`config.mk`:
```
export PLATFORM = sky130hd
export DESIGN_NAME = fsic_wb2axil_bridge
export DESIGN_NICKNAME = d
export VERILOG_FILES = /design/src/rtl/fsic_wb2axil_bridge_pkg.sv /design/src/rtl/fsic_wb2axil_bridge_wdt_cnt.sv /design/src/rtl/fsic_wb2axil_bridge.sv
export SDC_FILE = /design/constraint.sdc
export NUM_CORES = 1
export LEC_CHECK = 0
export BUFFER_PORTS_ARGS = -buffer_cell sky130_fd_sc_hd__buf_2
export CAP_MARGIN = 20
export CORE_UTILIZATION = 43
export DETAILED_ROUTE_END_ITERATION = 16
export PLACE_DENSITY = 0.77
export SLEW_MARGIN = 0
export SYNTH_ARGS = -nofsm -noshare
export SYNTH_HDL_FRONTEND = slang
export SYNTH_HIERARCHICAL = 1
export SYNTH_SLANG_ARGS = --single-unit
```
`constraint.sdc`:
```
create_clock -name wb_clk -period 2.95 [get_ports wb_clk]
set_clock_uncertainty 0.15 [all_clocks]
set_input_delay 0.295 -clock wb_clk [delete_from_list [all_inputs] [get_ports wb_clk]]
set_output_delay 0.295 -clock wb_clk [all_outputs]
set_load 0.01 [all_outputs]
```
`src/rtl/fsic_wb2axil_bridge_pkg.sv`:
```
// Shared types and defaults for the FSIC Wishbone-to-AXI-Lite bridge.
package fsic_wb2axil_bridge_pkg;

  typedef enum logic [2:0] {
    IDLE    = 3'd0,
    WR_REQ  = 3'd1,
    WR_RESP = 3'd2,
    RD_REQ  = 3'd3,
    RD_RESP = 3'd4,
    ACK     = 3'd5
  } state_e;

  localparam logic [31:0] DEF_ADDR_BASE = 32'h3000_0000;
  localparam logic [31:0] DEF_ADDR_MASK = 32'hFFF0_0000;
  localparam logic [31:0] DEF_TO_RDATA  = 32'hDEAD_BEEF;
  localparam int          WDT_W         = 8;

  function automatic logic in_window(input logic [31:0] adr,
                                     input logic [31:0] base,
                                     input logic [31:0] mask);
    return (adr & mask) == base;
  endfunction

endpackage

```
`src/rtl/fsic_wb2axil_bridge_wdt_cnt.sv`:
```
// Watchdog counter: counts wait cycles of one bridge transaction and pulses
// expire on the TIMEOUT-th wait cycle.
module fsic_wdt_cnt
  import fsic_wb2axil_bridge_pkg::*;
#(
  parameter int TIMEOUT = 255
) (
  input  logic clk,
  input  logic rst,
  input  logic clr,
  input  logic en,
  output logic expire
);

  logic [WDT_W-1:0] cnt;

  // NOTE: sequential state uses non-blocking assignments so every flop samples
  // pre-edge values regardless of process evaluation order.
  always_ff @(posedge clk or posedge rst) begin
    if (rst)      cnt <= '0;
    else if (clr) cnt <= '0;
    else if (en)  cnt <= cnt + WDT_W'(1);
  end

  // cnt holds completed wait cycles, so the current cycle is wait cycle cnt+1.
  assign expire = en && (cnt == WDT_W'(TIMEOUT - 1));

endmodule

```
`src/rtl/fsic_wb2axil_bridge.sv`:
```
// Wishbone-classic slave that turns each in-window cycle into one AXI-Lite
// master transaction, with a watchdog so a hung slave never stalls the WB bus.
module fsic_wb2axil_bridge
  import fsic_wb2axil_bridge_pkg::*;
#(
  parameter logic [31:0] ADDR_BASE = DEF_ADDR_BASE,
  parameter logic [31:0] ADDR_MASK = DEF_ADDR_MASK,
  parameter int          AXI_AW    = 15,
  parameter int          TIMEOUT   = 255,
  parameter logic [31:0] TO_RDATA  = DEF_TO_RDATA
) (
  input  logic              wb_clk,
  input  logic              wb_rst,
  input  logic [31:0]       wbs_adr,
  input  logic [31:0]       wbs_wdata,
  input  logic [3:0]        wbs_sel,
  input  logic              wbs_cyc,
  input  logic              wbs_stb,
  input  logic              wbs_we,
  output logic              wbs_ack,
  output logic [31:0]       wbs_rdata,
  output logic              m_awvalid,
  input  logic              m_awready,
  output logic [AXI_AW-1:0] m_awaddr,
  output logic              m_wvalid,
  input  logic              m_wready,
  output logic [31:0]       m_wdata,
  output logic [3:0]        m_wstrb,
  input  logic              m_bvalid,
  output logic              m_bready,
  output logic              m_arvalid,
  input  logic              m_arready,
  output logic [AXI_AW-1:0] m_araddr,
  input  logic              m_rvalid,
  output logic              m_rready,
  input  logic [31:0]       m_rdata,
  output logic              err_timeout
);

  state_e            state_q, state_d;
  logic [AXI_AW-1:0] adr_q, adr_d;
  logic [31:0]       wdata_q, wdata_d;
  logic [3:0]        sel_q, sel_d;
  logic              we_q, we_d;
  logic              awvalid_d, wvalid_d, bready_d, arvalid_d, rready_d;
  logic              ack_d, err_d;
  logic [31:0]       rdata_d;
  logic              wb_sel, expire;

  assign wb_sel   = wbs_cyc && wbs_stb && in_window(wbs_adr, ADDR_BASE, ADDR_MASK);
  assign m_awaddr = adr_q;
  assign m_araddr = adr_q;
  assign m_wdata  = wdata_q;
  assign m_wstrb  = sel_q;

  fsic_wdt_cnt #(.TIMEOUT(TIMEOUT)) u_wdt (
    .clk    (wb_clk),
    .rst    (wb_rst),
    .clr    (state_q == IDLE),
    .en     ((state_q != IDLE) && (state_q != ACK)),
    .expire (expire)
  );

  always_comb begin
    // NOTE: every output of this block gets a default first, so no path can
    // leave a variable unassigned and infer a latch.
    state_d   = state_q;
    adr_d     = adr_q;
    wdata_d   = wdata_q;
    sel_d     = sel_q;
    we_d      = we_q;
    awvalid_d = m_awvalid;
    wvalid_d  = m_wvalid;
    bready_d  = m_bready;
    arvalid_d = m_arvalid;
    rready_d  = m_rready;
    ack_d     = 1'b0;
    rdata_d   = wbs_rdata;
    err_d     = err_timeout;

    unique case (state_q)
      IDLE: if (wb_sel) begin
        adr_d   = wbs_adr[AXI_AW-1:0];
        wdata_d = wbs_wdata;
        sel_d   = wbs_sel;
        we_d    = wbs_we;
        if (wbs_we) begin
          state_d   = WR_REQ;
          awvalid_d = 1'b1;
          wvalid_d  = 1'b1;
        end else begin
          state_d   = RD_REQ;
          arvalid_d = 1'b1;
        end
      end
      WR_REQ: begin
        // A channel whose valid is already low has completed its handshake.
        awvalid_d = m_awvalid && !m_awready;
        wvalid_d  = m_wvalid && !m_wready;
        if (!awvalid_d && !wvalid_d) begin
          state_d  = WR_RESP;
          bready_d = 1'b1;
        end
      end
      WR_RESP: if (m_bvalid) begin
        state_d  = ACK;
        bready_d = 1'b0;
        ack_d    = 1'b1;
        rdata_d  = '0;
      end
      RD_REQ: if (m_arready) begin
        state_d   = RD_RESP;
        arvalid_d = 1'b0;
        rready_d  = 1'b1;
      end
      RD_RESP: if (m_rvalid) begin
        state_d  = ACK;
        rready_d = 1'b0;
        ack_d    = 1'b1;
        rdata_d  = m_rdata;
      end
      ACK:     state_d = IDLE;
      default: state_d = IDLE;
    endcase

    // A response arriving in the expiry cycle still completes normally.
    if (expire && (state_d != ACK)) begin
      state_d   = ACK;
      awvalid_d = 1'b0;
      wvalid_d  = 1'b0;
      bready_d  = 1'b0;
      arvalid_d = 1'b0;
      rready_d  = 1'b0;
      ack_d     = 1'b1;
      err_d     = 1'b1;
      rdata_d   = we_q ? 32'h0 : TO_RDATA;
    end
  end

  always_ff @(posedge wb_clk or posedge wb_rst) begin
    if (wb_rst) begin
      state_q     <= IDLE;
      adr_q       <= '0;
      wdata_q     <= '0;
      sel_q       <= '0;
      we_q        <= 1'b0;
      m_awvalid   <= 1'b0;
      m_wvalid    <= 1'b0;
      m_bready    <= 1'b0;
      m_arvalid   <= 1'b0;
      m_rready    <= 1'b0;
      wbs_ack     <= 1'b0;
      wbs_rdata   <= '0;
      err_timeout <= 1'b0;
    end else begin
      state_q     <= state_d;
      adr_q       <= adr_d;
      wdata_q     <= wdata_d;
      sel_q       <= sel_d;
      we_q        <= we_d;
      m_awvalid   <= awvalid_d;
      m_wvalid    <= wvalid_d;
      m_bready    <= bready_d;
      m_arvalid   <= arvalid_d;
      m_rready    <= rready_d;
      wbs_ack     <= ack_d;
      wbs_rdata   <= rdata_d;
      err_timeout <= err_d;
    end
  end

endmodule
```
======== After elaboration in Yosys (flattened, before gate mapping) ========
Cells that the tools add are included.
storage, ports and cells
  register bits ........................... 102
  input bits .............................. 110
  output and inout bits ................... 105
  word-level logic and storage cells ...... 94
operators by class
  add/subtract/negate cells ............... 1
  eq/ne operators ......................... 15
  mux-type cells .......................... 38
  reductions and logical operators ........ 26
operators with widths
  cell                                              count
  two-way mux 32 bit                                4
  case mux 32 bit (2 select lines)                  1
  != test 3 bit (second input constant)             9
  two-way mux 3 bit                                 6
  nonzero test 3 bit                                6
  two-way mux 1 bit                                 17
  two-way mux 8 bit                                 2
  case mux 3 bit (5 select lines)                   1
  == test 12 x 10 -> 1 bit (second input constant)  1
  case mux 1 bit (2 select lines)                   6
  AND reduction 3 bit                               4
  adder 8 x 1 -> 8 bit (second input constant)      1
  == test 8 bit (second input constant)             1
  logical AND 1 bit                                 8
  == test 3 x 2 -> 1 bit (second input constant)    2
  logical NOT 1 bit                                 4
  AND reduction 4 bit                               1
  == test 3 x 1 -> 1 bit (second input constant)    1
  == test 3 bit (second input constant)             1
  logical NOT 3 bit                                 1
  two-way mux 2 bit                                 1
  AND reduction 2 bit                               1
  nonzero test 2 bit                                1

======== Longest topological paths before layout ========
  depth in word-level cells ............... 10
  gate-level depth with buffers ........... 12

======== Modules after synthesis ========
The synthesis kept the hierarchy.
modules (own cells, without submodules)
  module               instances  cells an instance  area an instance (µm²)
  fsic_wb2axil_bridge  1          343                4342.9
  fsic_wdt_cnt         1          42                 419.2

======== Least setup slack after synthesis ========
OpenSTA, ideal clock, no wires.
  path type ............................... reg-to-reg
  start point ............................. register state_q[0]
  end point ............................... register wbs_rdata[0]
  arrival ................................. 2447 ps
  slack ................................... 271 ps
  stages on the path, launching flop included .. 11
  path buffers ............................ 3
  clock period less this slack ............ 2679 ps
  path through ............................ dfrtp_1 -> clkbuf_1 -> nor2b_1 -> or3_1 -> buf_6 -> nand4_4 -> nor2_1 -> a2111oi_2 -> clkbuf_1 -> nand2_1 -> a31oi_1
on the way
  longest elaborated chain between the ends .. 6
RTL lines
  element                                                               RTL line                           text
  start: declaration                                                    fsic_wb2axil_bridge.sv:40          state_e state_q, state_d;
  start signal: assignment                                              fsic_wb2axil_bridge.sv:156         state_q <= state_d;
  != test 3 bit / nonzero test 3 bit (equally long branches)            fsic_wb2axil_bridge.sv:60          .en ((state_q != IDLE) && (state_q != ACK)),
  logical AND 1 bit (*)                                                 fsic_wb2axil_bridge.sv:60
  logical AND 1 bit (*)                                                 fsic_wb2axil_bridge_wdt_cnt.sv:26  assign expire = en && (cnt == WDT_W'(TIMEOUT - 1));
  net expire                                                            fsic_wb2axil_bridge.sv:48          logic wb_sel, expire;
  logical AND 1 bit (*)                                                 fsic_wb2axil_bridge.sv:127         if (expire && (state_d != ACK)) begin
  != test 3 bit (no line) / nonzero test 3 bit (equally long branches)  -
  AND reduction 3 bit (no line)                                         -
  end signal: assignment                                                fsic_wb2axil_bridge.sv:167         wbs_rdata <= rdata_d;
  end: declaration                                                      fsic_wb2axil_bridge.sv:21          output logic [31:0] wbs_rdata,
Mark *: on every way through the listed nets, which the timed path passes. The rest lies on a longest branch.
A chain may end at the register's enable or synchronous reset.

======== Final worst setup path ========
  start point ............................. register state_q[2]
  end point ............................... register wbs_rdata[28]
Same word-level chain as after synthesis.

==> impl_metrics.env <==
export IMPL_rsz0062_at_grt="false"
export IMPL_ys_seq_area_share_pct=53.6
export IMPL_p_leak_nw=3.25
export IMPL_tightest_slew_ns=0.845
export IMPL_critPathLaunchType="flip-flop"
export IMPL_clockBufferDepth=2
export IMPL_period_needed_ns=2.77
export IMPL_nets=706
export IMPL_ys_types=44
export IMPL_crit_fanout=24
export IMPL_post_cts_buffers=0
export IMPL_dpl_cell_area_um2=5820
export IMPL_max_freq_ghz=0.361
export IMPL_die_w_um=107
export IMPL_die_area_um2=11500
export IMPL_diodes=0
export IMPL_hold_viol_final=0
export IMPL_drtIter0Drc=242
export IMPL_via_per_inst=5.07
export IMPL_hold_class="in -> reg"
export IMPL_cts_tree="yes"
export IMPL_first_pass_iters=4
export IMPL_maxCapViolCount=0
export IMPL_ys_ff_latch=102
export IMPL_worstSetupEndpointType="flip-flop"
export IMPL_cts_htree_levels=3
export IMPL_io_buffers=209
export IMPL_finalCritPeriodShare_pct=93.8
export IMPL_register_area_um2=2550
export IMPL_synth_flop_cell="dfrtp_1"
export IMPL_setup_viol=0
export IMPL_antenna_found_initial=0
export IMPL_detail_route_antenna_nets=0
export IMPL_r2r_slack_ns=0.18
export IMPL_ys_warn_count=6
export IMPL_vdd_drop_max_mv=0.460
export IMPL_dp_hpwl_um=8260
export IMPL_syn_inst=385
export IMPL_syn2layout_area_growth_pct=30.9
export IMPL_fp_coreArea_um2=10800
export IMPL_drc_errors=0
export IMPL_status="finished clean"
export IMPL_track_usage_pct=19.1
export IMPL_cts_buffers=9
export IMPL_power_density_nw_per_um2=658
export IMPL_crit_arrival_ns=2.89
export IMPL_setup_tns_ns=0
export IMPL_std_cell_rows=38
export IMPL_grt_max_degree=55
export IMPL_synth_edf_count=0
export IMPL_drv_slew=0
export IMPL_cts_sinks=102
export IMPL_power_total_w=0.00410
export IMPL_grt_overflow=0
export IMPL_syn_num_nets=497
export IMPL_avgRoutedWirePerCell_um=15.3
export IMPL_fill_cells=899
export IMPL_drive_above_1_share_pct=50.4
export IMPL_relSlewSlack_pct=43.7
export IMPL_place_congestion=0.843
export IMPL_crit_type="reg -> reg"
export IMPL_initial_core_util_pct=44.1
export IMPL_final_area_um2=6230
export IMPL_multiInputGateArea_um2=1860
export IMPL_syn_area_per_cell_um2=12.4
export IMPL_routed_wirelength_um=11300
export IMPL_clk_latency_ns=0.35
export IMPL_required_ns=3.08
export IMPL_cts_clk_slew_worst_paths_ns=0.10
export IMPL_num_vias=3748
export IMPL_io_pins=215
export IMPL_final_core_util_pct=57.7
export IMPL_grt_pass1_wl_um=16900
export IMPL_synth_area_um2=4760
export IMPL_die_h_um=107
export IMPL_clock_root_buffer="clkbuf_8"
export IMPL_grt_pass1_vias=3540
export IMPL_ys_async_sr_fraction_pct=100
worst max-delay path, cell delays in order (launching register included):
cell and delay (ns):
dfrtp_1 0.53, inv_1 0.21, nor2_1 0.13, or3_1 0.17
nand4_4 0.16, nor2_4 0.27, or3b_1 0.74, a31oi_1 0.31
sequential cells by signal (all words and copies together), names as in the netlist, 3 cells and up:
register and count:
m_wstrb 4, state_q 3, u_wdt/cnt 8, m_araddr 15, m_wdata 32, wbs_rdata 32
logic make-up after synthesis:
logic type | after synthesis | synth area share (%)
adder cells (fa/ha/maj) | 2 | 0.525
AND/OR/NAND/NOR | 101 | 11.7
AO/OA/AOI/OAI | 65 | 8.80
XOR/XNOR | 4 | 0.736
flip-flops | 102 | 53.6
buffers and inverters | 58 | 8.12
multiplexers | 53 | 16.5
synth_stat cells (3+ instances only):
cell,number,area [µm²]
a21oi_1,8,40.0
a311oi_1,3,26.3
a31oi_1,26,163
buf_12,6,120
buf_2,6,30.0
buf_4,15,113
clkbuf_1,15,56.3
dfrtp_1,102,2550
inv_1,15,56.3
mux2_4,50,751
nand2_1,31,116
nand4_1,4,25.0
nor2_1,9,33.8
nor2b_1,5,31.3
nor3_1,28,140
o211ai_1,8,60.1
o21ai_0,8,40.0
o21ai_1,6,30.0
or3_1,4,25.0
xor2_1,3,26.3
repair_timing:
| item | 4_1_cts | 5_1_grt |
|---|---|---|
| hold endpoints to repair | 57 | 8 |
| setup endpoints to repair | 0 | 25 |
| hold buffers | 10 | 8 |
| gates resized for setup | 0 | 1 |
cell usage in the layout (no fill, tap or decap), drive strengths merged, types with 3 or more instances in the layout:
cell type    count
o211ai           8
mux2            53
clkbuf          11
or3b             3
xor2             3
buf            223
nand4            5
nor3            28
dlygate4sd3     18
nor2             9
o21ai           14
nor2b            5
a311oi           3
a21oi            8
nand2           31
dfrtp          102
inv             15
a31oi           26
or3              4
where the power goes:
| group | switching (W) | total [W] | internal [W] | leakage, nW |
|---|---|---|---|---|
| logic | 0.000734 | 0.00130 | 0.000571 | 1.77 |
| registers | 0.000150 | 0.00180 | 0.00165 | 1.36 |
| clock network | 0.000470 | 0.000995 | 0.000525 | 0.116 |
metrics by stage:
stage	setup WS, ns	hold WS [ns]	std cells
3_5_place_dp	0.183	0.144	705
6_report	0.182	0.0189	739
5_1_grt	0.0109	0.000219	739
4_1_cts	0.161	0.000692	731
3_3_place_gp	0.260	0.129	705
2_1_floorplan	0.0563	-0.0393	385
final cells by class:
| cell class | instances | area share (%) |
|---|---|---|
| sequential | 102 | 41.0 |
| multi-input combinational | 225 | 29.8 |
| timing repair buffer | 241 | 21.8 |
| tap | 140 | 2.81 |
| clock buffer | 11 | 2.43 |
| clock inverter | 5 | 1.30 |
| inverter | 15 | 0.944 |
routing by layer:
metal	track usage (%)	vias up	part of all wire (%)
li1	-	1763	-
met1	24.0	1819	42
met2	33.2	156	51
met3	3.65	10	6.1
met4	5.58	0	0.83
met5	0	-	0
final timing paths:
check,start,depth (start not counted),endpoint
setup / recovery,state_q[2]$_DFF_PP0_,7,wbs_rdata[28]$_DFFE_PP0P_
hold / removal,wbs_wdata[31],2,m_wdata[31]$_DFFE_PP0P_
setup reg to reg,state_q[2]$_DFF_PP0_,7,wbs_rdata[28]$_DFFE_PP0P_
hold reg to reg,err_timeout$_DFFE_PP0P_,1,err_timeout$_DFFE_PP0P_
max in group asynchronous,wb_rst,4,state_q[0]$_DFF_PP0_
min in group asynchronous,wb_rst,3,u_wdt/cnt[4]$_DFFE_PP0P_
No activity file was read; power rests on OpenSTA's default activity.
